--- config.mk ---
export PLATFORM = sky130hd
export DESIGN_NAME = iagc_gain_sequencer
export DESIGN_NICKNAME = d
export VERILOG_FILES = /design/src/rtl/iagc_pkg.sv /design/src/rtl/iagc_peak_detector.sv /design/src/rtl/iagc_gain_sequencer.sv
export SDC_FILE = /design/constraint.sdc
export NUM_CORES = 1
export LEC_CHECK = 0
export CAP_MARGIN = 40
export CORE_MARGIN = 2
export CORE_UTILIZATION = 40
export DETAILED_ROUTE_END_ITERATION = 8
export DONT_BUFFER_PORTS = 1
export GPL_TIMING_DRIVEN = 0
export PLACE_DENSITY_LB_ADDON = 0.05
export SYNTH_ARGS = -nofsm -noshare
export SYNTH_HDL_FRONTEND = slang
export SYNTH_HIERARCHICAL = 1
export SYNTH_SLANG_ARGS = --single-unit
export TNS_END_PERCENT = 1
--- constraint.sdc ---
create_clock -name i_sys_clock -period 5.8 [get_ports i_sys_clock]
set_input_delay 0.87 -clock i_sys_clock [delete_from_list [all_inputs] [get_ports i_sys_clock]]
set_output_delay 0.87 -clock i_sys_clock [all_outputs]
set_load 0.01 [all_outputs]
--- src/rtl/iagc_pkg.sv ---
// Shared IAGC status codes and default loop thresholds.
// The status codes are also decoded by the ADC wrapper.
package iagc_pkg;

   localparam int ZMOD_DATA_SIZE_DEF   = 14;
   localparam int IAGC_STATUS_SIZE_DEF = 4;

   localparam logic [3:0] IAGC_STATUS_RESET   = 4'b0000;
   localparam logic [3:0] IAGC_STATUS_INIT    = 4'b0001;
   localparam logic [3:0] IAGC_STATUS_SETTLE  = 4'b0010;
   localparam logic [3:0] IAGC_STATUS_MEASURE = 4'b0011;
   localparam logic [3:0] IAGC_STATUS_DECIDE  = 4'b0100;
   localparam logic [3:0] IAGC_STATUS_ERROR   = 4'b1111;

   localparam int WINDOW_LOG2_DEF   = 10;
   localparam int RESET_HOLD_DEF    = 16;
   localparam int INIT_TIMEOUT_DEF  = 65536;
   localparam int SETTLE_DEF        = 1024;
   localparam int HIGH_THRESH_DEF   = 7000;
   localparam int LOW_THRESH_DEF    = 1500;

endpackage

--- src/rtl/iagc_peak_detector.sv ---
// Windowed peak-magnitude detector with saturating abs.
// done strobes combinationally on the last sample of a window.
module iagc_peak_detector
   import iagc_pkg::*;
#(
   parameter int DATA_W      = ZMOD_DATA_SIZE_DEF,
   parameter int WINDOW_LOG2 = WINDOW_LOG2_DEF
) (
   input  logic              clk,
   input  logic              rst_n,
   input  logic              clear,
   input  logic              en,
   input  logic [DATA_W-1:0] sample,
   output logic [DATA_W-2:0] peak,
   output logic [DATA_W-2:0] peak_next,
   output logic              done
);

   logic [DATA_W-1:0]      abs_full;
   logic [DATA_W-2:0]      mag;
   logic [WINDOW_LOG2-1:0] cnt;

   // Only the most negative code overflows; it saturates to full scale.
   always_comb begin
      abs_full  = sample[DATA_W-1] ? (~sample + 1'b1) : sample;
      mag       = abs_full[DATA_W-1] ? '1 : abs_full[DATA_W-2:0];
      peak_next = (mag > peak) ? mag : peak;
      done      = en && (cnt == '1);
   end

   always_ff @(posedge clk or negedge rst_n) begin
      if (!rst_n) begin
         peak <= '0;
         cnt  <= '0;
      end else if (clear) begin
         peak <= '0;
         cnt  <= '0;
      end else if (en) begin
         peak <= peak_next;
         cnt  <= cnt + 1'b1;
      end
   end

endmodule

--- src/rtl/iagc_gain_sequencer.sv ---
// Closed-loop channel-1 gain controller; re-sequences the ADC
// (hold, init, settle) on every gain change.
module iagc_gain_sequencer
   import iagc_pkg::*;
#(
   parameter int ZMOD_DATA_SIZE      = ZMOD_DATA_SIZE_DEF,
   parameter int IAGC_STATUS_SIZE    = IAGC_STATUS_SIZE_DEF,
   parameter int WINDOW_LOG2         = WINDOW_LOG2_DEF,
   parameter int RESET_HOLD_CYCLES   = RESET_HOLD_DEF,
   parameter int INIT_TIMEOUT_CYCLES = INIT_TIMEOUT_DEF,
   parameter int SETTLE_CYCLES       = SETTLE_DEF,
   parameter int HIGH_THRESH         = HIGH_THRESH_DEF,
   parameter int LOW_THRESH          = LOW_THRESH_DEF
) (
   input  logic                             i_sys_clock,
   input  logic                             i_reset_n,
   input  logic                             i_enable,
   input  logic                             i_sample_valid,
   input  logic signed [ZMOD_DATA_SIZE-1:0] i_sample,
   input  logic                             i_adc_init_done,
   output logic [IAGC_STATUS_SIZE-1:0]      o_iagc_status,
   output logic                             o_gain_high,
   output logic [ZMOD_DATA_SIZE-2:0]        o_peak,
   output logic                             o_busy,
   output logic                             o_error
);

   localparam int M1    = (RESET_HOLD_CYCLES > SETTLE_CYCLES) ?
                          RESET_HOLD_CYCLES : SETTLE_CYCLES;
   localparam int CMAX  = (M1 > INIT_TIMEOUT_CYCLES) ?
                          M1 : INIT_TIMEOUT_CYCLES;
   localparam int CNT_W = (CMAX > 1) ? $clog2(CMAX) : 1;
   localparam int PK_W  = ZMOD_DATA_SIZE - 1;

   localparam logic [CNT_W-1:0] HOLD_LAST   = CNT_W'(RESET_HOLD_CYCLES - 1);
   localparam logic [CNT_W-1:0] INIT_LAST   = CNT_W'(INIT_TIMEOUT_CYCLES - 1);
   localparam logic [CNT_W-1:0] SETTLE_LAST = CNT_W'(SETTLE_CYCLES - 1);
   localparam logic [PK_W-1:0]  HI_TH       = PK_W'(HIGH_THRESH);
   localparam logic [PK_W-1:0]  LO_TH       = PK_W'(LOW_THRESH);

   logic [3:0]       state;
   logic [3:0]       nxt;
   logic [CNT_W-1:0] cnt;
   logic [CNT_W-1:0] cnt_nxt;
   logic             gain_nxt;
   logic             pd_clear;
   logic             pd_en;
   logic             win_done;
   logic [PK_W-1:0]  acc_peak;
   logic [PK_W-1:0]  acc_next;

   assign pd_clear = (state != IAGC_STATUS_MEASURE);
   assign pd_en    = (state == IAGC_STATUS_MEASURE) && i_enable &&
                     i_sample_valid;

   iagc_peak_detector #(
      .DATA_W      (ZMOD_DATA_SIZE),
      .WINDOW_LOG2 (WINDOW_LOG2)
   ) u_peak (
      .clk       (i_sys_clock),
      .rst_n     (i_reset_n),
      .clear     (pd_clear),
      .en        (pd_en),
      .sample    (i_sample),
      .peak      (acc_peak),
      .peak_next (acc_next),
      .done      (win_done)
   );

   always_comb begin
      nxt      = state;
      cnt_nxt  = cnt;
      gain_nxt = o_gain_high;
      if (!i_enable) begin
         nxt     = IAGC_STATUS_RESET;
         cnt_nxt = '0;
      end else begin
         case (state)
            IAGC_STATUS_RESET: begin
               if (cnt == HOLD_LAST) begin
                  nxt     = IAGC_STATUS_INIT;
                  cnt_nxt = '0;
               end else begin
                  cnt_nxt = cnt + 1'b1;
               end
            end
            IAGC_STATUS_INIT: begin
               if (i_adc_init_done) begin
                  nxt     = IAGC_STATUS_SETTLE;
                  cnt_nxt = '0;
               end else if (cnt == INIT_LAST) begin
                  nxt     = IAGC_STATUS_ERROR;
                  cnt_nxt = '0;
               end else begin
                  cnt_nxt = cnt + 1'b1;
               end
            end
            IAGC_STATUS_SETTLE: begin
               if (cnt == SETTLE_LAST) begin
                  nxt     = IAGC_STATUS_MEASURE;
                  cnt_nxt = '0;
               end else begin
                  cnt_nxt = cnt + 1'b1;
               end
            end
            IAGC_STATUS_MEASURE: begin
               if (win_done) nxt = IAGC_STATUS_DECIDE;
            end
            IAGC_STATUS_DECIDE: begin
               // Thresholds are 4x apart in gain, so one switch cannot bounce back.
               if (o_gain_high && (o_peak >= HI_TH)) begin
                  gain_nxt = 1'b0;
                  nxt      = IAGC_STATUS_RESET;
               end else if (!o_gain_high && (o_peak < LO_TH)) begin
                  gain_nxt = 1'b1;
                  nxt      = IAGC_STATUS_RESET;
               end else begin
                  nxt = IAGC_STATUS_MEASURE;
               end
               cnt_nxt = '0;
            end
            IAGC_STATUS_ERROR: nxt = IAGC_STATUS_ERROR;
            default: begin
               nxt     = IAGC_STATUS_RESET;
               cnt_nxt = '0;
            end
         endcase
      end
   end

   always_ff @(posedge i_sys_clock or negedge i_reset_n) begin
      if (!i_reset_n) begin
         state       <= IAGC_STATUS_RESET;
         cnt         <= '0;
         o_gain_high <= 1'b0;
         o_peak      <= '0;
         o_busy      <= 1'b1;
         o_error     <= 1'b0;
      end else begin
         state       <= nxt;
         cnt         <= cnt_nxt;
         o_gain_high <= gain_nxt;
         o_busy      <= (nxt != IAGC_STATUS_MEASURE);
         o_error     <= (nxt == IAGC_STATUS_ERROR);
         if (win_done) o_peak <= acc_next;
      end
   end

   assign o_iagc_status = IAGC_STATUS_SIZE'(state);

endmodule

## Word-level counts from Yosys, hierarchy flattened

Index checks and enable logic that the tools add are counted.
Widths: inputs -> output; s select.

- Bits in registers: 59
- Input bits: 19
- Output and inout bits: 20
- Logic and storage cells: 63

- $add $sub $neg: 3
- $lt $le $gt $ge: 3
- Eq/ne operators: 13
- Multiplexer cells: 24
- Bitwise logic cells: 1
- Reductions and logical operators: 11

Operator list:

| cell | number |
|---|---|
| $mux 16 | 5 |
| $pmux 16 s4 | 1 |
| $mux 13 | 4 |
| $mux 4 | 6 |
| $pmux 4 s6 | 1 |
| $mux 10 | 2 |
| $add 16x1->16 const B | 1 |
| $eq 16x10->1 const B | 1 |
| $eq 16x16->1 const B | 1 |
| $eq 16x4->1 const B | 1 |
| $add 14x1->14 const B | 1 |
| $mux 14 | 1 |
| $not 14->14 | 1 |
| $ge 13x13->1 const B | 1 |
| $gt 13x13->1 | 1 |
| $lt 13x11->1 const B | 1 |
| $add 10x1->10 const B | 1 |
| $eq 10x10->1 const B | 1 |
| $eq 4x2->1 const B | 2 |
| $eq 4x4->1 const B | 2 |
| $ne 4x2->1 const B | 2 |
| $logic_and 1x1->1 | 5 |
| $eq 4x1->1 const B | 1 |
| $eq 4x3->1 const B | 1 |
| other kinds (8) | 11 |

## Logic depth before layout (Yosys ltp)

Gate-level depths: netlist (run 1).

- Depth in word-level cells: 8
- Gate-level depth with buffers: 14
- Depth with buffers taken out: 13

## Hierarchy

Netlist (run 1), hierarchy kept.

By module, submodules not included:

| module | instances | cells an instance | area each (µm²) | sequential area each (µm²) |
|---|---|---|---|---|
| iagc_gain_sequencer | 1 | 203 | 2063.2 | 902.1 |
| iagc_peak_detector | 1 | 225 | 1954.4 | 575.6 |

## Worst setup path after synthesis (run 1)

No wires, ideal clock.

- Path kind: input port to flip-flop
- From: input i_sample[3]
- To: register o_peak[10]
- Library setup time: 125 ps
- Data arrival time: 3924 ps
- Data required time: 5675 ps
- Slack: 1752 ps
- Stages on the path: 12
- Path buffers: 2
- Cells stage by stage: or3_1 -> clkbuf_2 -> or3_1 -> o31a_1 -> o21a_1 -> ha_1 -> nand4_1 -> a311o_1 -> a21oi_1 -> buf_2 -> mux2_2 -> mux2_2

- Cells in the longest elaborated chain, start to end: 6

Ends and longest elaborated chain:

| element | RTL line | source |
|---|---|---|
| from (decl) | iagc_gain_sequencer.sv:19 | `input logic signed [ZMOD_DATA_SIZE-1:0] i_sample,` |
| $not 14->14 | iagc_peak_detector.sv:25 | `abs_full = sample[DATA_W-1] ? (~sample + 1'b1) : sample;` |
| $add 14x1->14 | iagc_peak_detector.sv:25 |  |
| $mux 14 * | iagc_peak_detector.sv:25 |  |
| $mux 13 * | iagc_peak_detector.sv:26 | `mag = abs_full[DATA_W-1] ? '1 : abs_full[DATA_W-2:0];` |
| $gt 13x13->1 | iagc_peak_detector.sv:27 | `peak_next = (mag > peak) ? mag : peak;` |
| $mux 13 * | iagc_peak_detector.sv:27 |  |
| via acc_next[10] | iagc_gain_sequencer.sv:50 | `logic [PK_W-1:0] acc_next;` |
| to (signal assigned) | iagc_gain_sequencer.sv:145 | `if (win_done) o_peak <= acc_next;` |
| to (decl) | iagc_gain_sequencer.sv:23 | `output logic [ZMOD_DATA_SIZE-2:0] o_peak,` |

The timed path passes the listed nets; every way through them passes the cells marked *.
A chain may end at the register's enable or synchronous reset.

## Worst setup path after layout (run 1)

- From: input i_sample[7]
- To: register o_peak[11]

Same word-level chain as after synthesis.

==> results.cfg, run 1 <==
[cts]
numClockSinks = 59
cts_resized = 0
post_cts_buffers = 0
postCtsHoldBufs = 0
clkTransAtPathRegs_ns = 0.07
cts_tree = yes
clkLatencyLatePin_ns = 0.34
h-tree-depth = 3
cts_buffer_depth = 2
root_buffer = clkbuf_8
numCtsBuffers = 9

[timing]
maxSlewViolCount = 0
fmax_mhz = 227
setup_viol = 0
worst_pin_slew_ns = 0.878
finalClockSkew_ns = 0.00544
setup_tns_ns = 0
relSlewSlack_pct = 40.9
period_share_pct = 76.1
worst_slack_ns = 1.39
hold_viol = 0
layout_min_cycle_time_ns = 4.41
rsz0062_at_grt = no

[logic_synthesis]
avgSynthCellArea_sq_um = 9.39
synth_top_area_share_pct = 36.1
synth_cells = 428
post_synth_num_cell_types = 65
synth_edf_count = 0
synth_top_cells_by_count = dfrtp_1, nand2_1, nor2_1
synth.net_count = 463
synth_warnings = 6
synth-seq-area-share_pct = 36.8
yosys.area.top_type = dfrtp_1
ys_top_cells_by_area = dfrtp_1, mux2_2, ha_1
ys_seq_elements = 59
synth_most_common_cell = dfrtp_1
syn_area_sq_mm = 0.00402
async_reset_ff_share_pct = 100
ys.flop_type = dfrtp_1

[power_and_ir_drop]
power_density_mw_per_mm2 = 197
comb_power_share_pct = 8.6
power.internal_mw = 0.655
vdd_drop_max_mv = 0.168
p_leak_nw = 1.82
switching_share_pct = 24.2
p_clk_share_pct = 43.4
power_frac_seq_pct = 48.0
p_sw_mw = 0.209

[global_routing]
grt_pass1_vias = 3082
grt_pass1_wl_um = 15700
antenna_found_initial = 0
grt_max_degree = 60
grt_usage_pct = 18.0
grt_overflow = 0

[place]
pre_cts_slack_ns = 1.05
dp_hpwl_um = 6820
place_congestion = 0.836
port_buffers = 0

[cells_and_area]
finalNetCount = 474
synthToLayoutAreaGrowth_pct = 8.97
drive_above_1_share_pct = 16.2
num_antenna_cells = 0

[worst_setup_path]
r2r_end = o_peak[3]
arrival_ns = 4.64
worstPathMaxFanout = 10
worstSetupPathType = primary input to flip-flop
startpoint_type = primary input
crit_required_ns = 6.02
rr_worst_depth = 9
r2r_slack_ns = 2.37
setup.worst_path.end_class = flip-flop
r2r_start = o_iagc_status[3]

[floorplan]
num_rows = 36
die_width_um = 104
fp.dieH_um = 104
pin_count = 39
start_util_pct = 41.1
core_sq_mm = 0.00977
die_area_sq_mm = 0.0109

[routing]
vias = 3220
via_per_inst = 5.58
wl_per_cell_um = 16.3
firstDrtPassIters = 5
drc = 0
drt_iter0_drc = 161
wl_um = 9380
antenna_left = 0

[hold_path]
hold_class = primary input to asynchronous set/reset pin

[run_status]
status = complete, no violations

[flow_run]
max_cap_violations = 0
sequential cells by signal, summed over array words and instances, names as in the netlist:
register / count
cnt: 16
o_busy: 1
o_error: 1
o_gain_high: 1
o_iagc_status: 4
o_peak: 13
u_peak/cnt: 10
u_peak/peak: 13
cell families after synthesis:
| logic type | count (synthesis) | share of synthesized area (%) |
|---|---|---|
| AND/OR/NAND/NOR | 173 | 23.0 |
| adder cells (fa/ha/maj) | 16 | 4.98 |
| buffers and inverters | 39 | 5.39 |
| flip-flops | 59 | 36.8 |
| XOR/XNOR | 20 | 4.36 |
| multiplexers | 42 | 11.4 |
| AO/OA/AOI/OAI | 79 | 14.1 |
power groups by stage:
stage | logic, mW | clock network, mW | registers, mW
final | 0.0740 | 0.375 | 0.415
after global routing | 0.0835 | 0.409 | 0.415
after CTS | 0.0748 | 0.396 | 0.415
after detailed placement | 0.0742 | 0 | 0.423
after global placement | 0.0740 | 0 | 0.423
after floorplan | 0.0572 | 0 | 0.423
through the flow:
| stage | total power [mW] | util, % | std cells | hold WS [ns] | cell area, sq um |
|---|---|---|---|---|---|
| after floorplan | 0.480 | - | 428 | 0.498 | 4020 |
| after global placement | 0.497 | 42.8 | 561 | 0.522 | 4180 |
| after detailed placement | 0.497 | 42.8 | 561 | 0.531 | 4180 |
| after CTS | 0.886 | 44.8 | 577 | 0.198 | 4380 |
| after global routing | 0.907 | 44.8 | 577 | 0.192 | 4380 |
| final | 0.864 | 44.8 | 577 | 0.226 | 4380 |
cell type report:
type | count | area (sq um)
plain buffers | 20 | 145
clock buffers | 11 | 141
clock inverters | 5 | 52.6
fillers | 974 | 5400
inverters | 19 | 71.3
multi-input cells | 330 | 2320
flip-flops and latches | 59 | 1480
well taps | 133 | 166
layer usage:
layer | vias up | GRT usage (%) | wire (um)
met5 | - | 0 | 0
met1 | 1551 | 26.1 | 4770
met3 | 6 | 3.70 | 316
met2 | 62 | 27.0 | 4220
li1 | 1601 | - | -
met4 | 0 | 5.69 | 83
layout by cell type, fill, tap and decap left out, types with 4 or more instances in the layout:
| cell | n |
|---|---|
| clkbuf_1 | 12 |
| and4_1 | 4 |
| ha_1 | 16 |
| a32o_1 | 5 |
| nor2_1 | 33 |
| nor3_1 | 9 |
| o31ai_1 | 8 |
| and3_1 | 5 |
| inv_1 | 19 |
| or3_1 | 9 |
| xnor2_1 | 10 |
| nand2b_1 | 6 |
| nand4_1 | 14 |
| a21oi_1 | 17 |
| nand2_1 | 45 |
| clkbuf_8 | 11 |
| o21ai_0 | 10 |
| o211ai_1 | 5 |
| mux2i_1 | 13 |
| nand3_1 | 20 |
| nor4_1 | 5 |
| xor2_1 | 10 |
| o21a_1 | 4 |
| mux2_2 | 29 |
| dfrtp_1 | 58 |
critical path, cell delays in order:
cell,delay [ns]
nor4_1,0.75
nand4_1,0.43
clkbuf_1,0.32
nand2_1,0.15
ha_1,0.25
a21oi_1,0.14
o21ai_0,0.11
a221oi_1,0.55
a21oi_1,0.22
buf_2,0.26
mux2_2,0.32
mux2_2,0.26
worst max-delay path by stage:
stage / startpoint / to / slack (ns) / cells after the start
2_1_floorplan: i_sample[3] / o_peak[10] / 1.75 / 12
3_3_place_gp: i_sample[7] / o_peak[11] / 1.16 / 12
3_5_place_dp: i_sample[7] / o_peak[11] / 1.05 / 12
4_1_cts: i_sample[7] / o_peak[11] / 1.42 / 12
5_1_grt: i_sample[7] / o_peak[3] / 1.16 / 12
6_report: i_sample[7] / o_peak[11] / 1.39 / 12
Power figures use the tool's default switching activity.
==> run 2, diff against run 1 <==
Clock period 5.8 ns to 4.11 ns, I/O delays scaled along.
==> run 2 against run 1 <==
Against the previous run: count of clock-buffer cells in the layout is the same; largest cell class unchanged; first-iteration DRC count shrank 1.2%; global-route usage grew 0.13 points; critical path depth is the same; die area is the same; critical endpoint unchanged; sequential cell count is the same; non-clock buffer count grew 1; power grew 43%; combinational power grew 64%; critical path type unchanged; sequential share of layout area shrank 0.36 points; clock power grew 41%; worst setup slack lost 1.2 ns.
==> results.cfg, run 2 (same netlist as run 1, synthesis figures left out) <==
[worst_setup_path]
worstSetupPathType = primary input to flip-flop
r2r_end = o_peak[3]
setup.worst_path.end_class = flip-flop
r2r_slack_ns = 0.65
crit_end = o_peak[11]
startpoint_type = primary input
crit_required_ns = 4.33
rr_worst_depth = 9
r2r_start = o_iagc_status[3]
critPathLaunch = i_sample[3]
worstPathMaxFanout = 10
arrival_ns = 4.14

[floorplan]
die_area_sq_mm = 0.0109
num_rows = 36
pin_count = 39
fp.dieH_um = 104
start_util_pct = 41.1
core_sq_mm = 0.00977
die_width_um = 104

[power_and_ir_drop]
power.internal_mw = 0.928
p_clk_share_pct = 42.8
power_frac_seq_pct = 47.4
switching_share_pct = 24.9
power_density_mw_per_mm2 = 279
p_sw_mw = 0.308
p_total_mw = 1.24
p_leak_nw = 1.84
comb_power_share_pct = 9.8
vdd_drop_max_mv = 0.237

[timing]
finalClockSkew_ns = 0.00465
relSlewSlack_pct = 53.7
hold_viol = 0
rsz0062_at_grt = no
worst_pin_slew_ns = 0.695
worst_slack_ns = 0.189
maxSlewViolCount = 0
period_share_pct = 95.4
fmax_mhz = 255
setup_viol = 0
layout_min_cycle_time_ns = 3.92
setup_tns_ns = 0

[cts]
root_buffer = clkbuf_8
clkLatencyLatePin_ns = 0.34
numCtsBuffers = 9
cts_buffer_depth = 2
cts_tree = yes
numClockSinks = 59
h-tree-depth = 3
clkTransAtPathRegs_ns = 0.07
post_cts_buffers = 0

[cells_and_area]
synthToLayoutAreaGrowth_pct = 10.2
final_common_cell = dfrtp_1
drive_above_1_share_pct = 17.1
largest_reg_flops = 16
top_regs = cnt x16, o_peak x13, u_peak/peak x13
final_cell_mix = dfrtp_1, nand2_1, nor2_1, mux2_2, nand3_1
finalNetCount = 475
num_antenna_cells = 0
regMostFlops = cnt

[routing]
drt_iter0_drc = 159
antenna_left = 0
wl_um = 9490
drc = 0
vias = 3211
firstDrtPassIters = 5
wl_per_cell_um = 16.4
via_per_inst = 5.56

[global_routing]
grt_pass1_vias = 3077
grt_usage_pct = 18.2
antenna_found_initial = 0
grt_max_degree = 59
grt_pass1_wl_um = 15800
grt_overflow = 0

[flow_run]
max_cap_violations = 0

[hold_path]
hold_class = primary input to asynchronous set/reset pin

[place]
dp_hpwl_um = 6820
pre_cts_slack_ns = -0.385
port_buffers = 0
place_congestion = 0.836

[run_status]
status = complete, no violations
run 2: changes by cell type in the layout (fill, tap and decap cells not counted):
cell,change
a221oi_1,-1
a221oi_2,+1
buf_16,+1
nor4_1,-1
nor4_2,+1
o41ai_1,-1
o41ai_2,+1
run 2: worst min path at each step:
| stage | start | to | slack [ns] | depth (start not counted) |
|---|---|---|---|---|
| 6_report | i_reset_n | o_busy | 0.12 | 0 |
| 5_1_grt | i_reset_n | o_busy | 0.09 | 0 |
| 2_1_floorplan | i_reset_n | cnt[0] | 0.32 | 0 |
| 4_1_cts | i_reset_n | o_busy | 0.09 | 0 |
| 3_5_place_dp | i_reset_n | u_peak/peak[10] | 0.32 | 0 |
| 3_3_place_gp | i_reset_n | u_peak/peak[10] | 0.32 | 0 |
run 2: what timing repair did:
action,CTS,global route
resized for setup,1,2
endpoints found under the setup margin,4,9
hold endpoints to repair,58,0
hold buffers,1,0
run 2: metrics by stage:
stage	util [%]	hold slack [ns]	std cells	cell area, sq um
after CTS	45.1	0.0891	578	4410
after floorplan	-	0.321	428	4020
after detailed placement	42.8	0.324	561	4180
after global routing	45.3	0.0866	578	4430
final	45.3	0.120	578	4430
after global placement	42.8	0.323	561	4180
run 2: routing by layer:
metal	vias to the layer above	share of wire (%)	track usage, %
met5	-	0	0
met4	0	1.0	5.69
met3	8	3.1	3.70
met2	60	45	27.3
met1	1536	51	26.3
li1	1607	-	-
run 2: power groups by stage:
stage / logic [mW] / clock network (mW) / registers, mW
after detailed placement: 0.105 / 0 / 0.597
after global placement: 0.104 / 0 / 0.597
after global routing: 0.137 / 0.577 / 0.586
after floorplan: 0.0807 / 0 / 0.596
after CTS: 0.121 / 0.559 / 0.585
final: 0.121 / 0.529 / 0.586
run 2: critical path, stage by stage:
cell and delay (ns):
or3_1 0.35, clkbuf_2 0.18, or3_1 0.39, o31a_1 0.25, o21a_1 0.21, ha_1 0.34, nand4_1 0.16, a311o_1 0.36
a21oi_1 0.28, buf_2 0.35, mux2_2 0.40, mux2_2 0.26
run 2: cell type report:
cell class                      count  area, sq um
Fill cell                         973         5350
Multi-Input combinational cell    330         2340
Sequential cell                    59         1480
Tap cell                          133          166
Buffer                             20          145
Clock buffer                       11          141
Inverter                           19         71.3
Clock inverter                      5         52.6
Timing Repair Buffer                1         27.5
==> run 3, diff against run 2 <==
Settings changed: CAP_MARGIN 40 to 10.
==> results of run 3 <==
The final DEF is identical to that of run 2; final timing and power are the same.
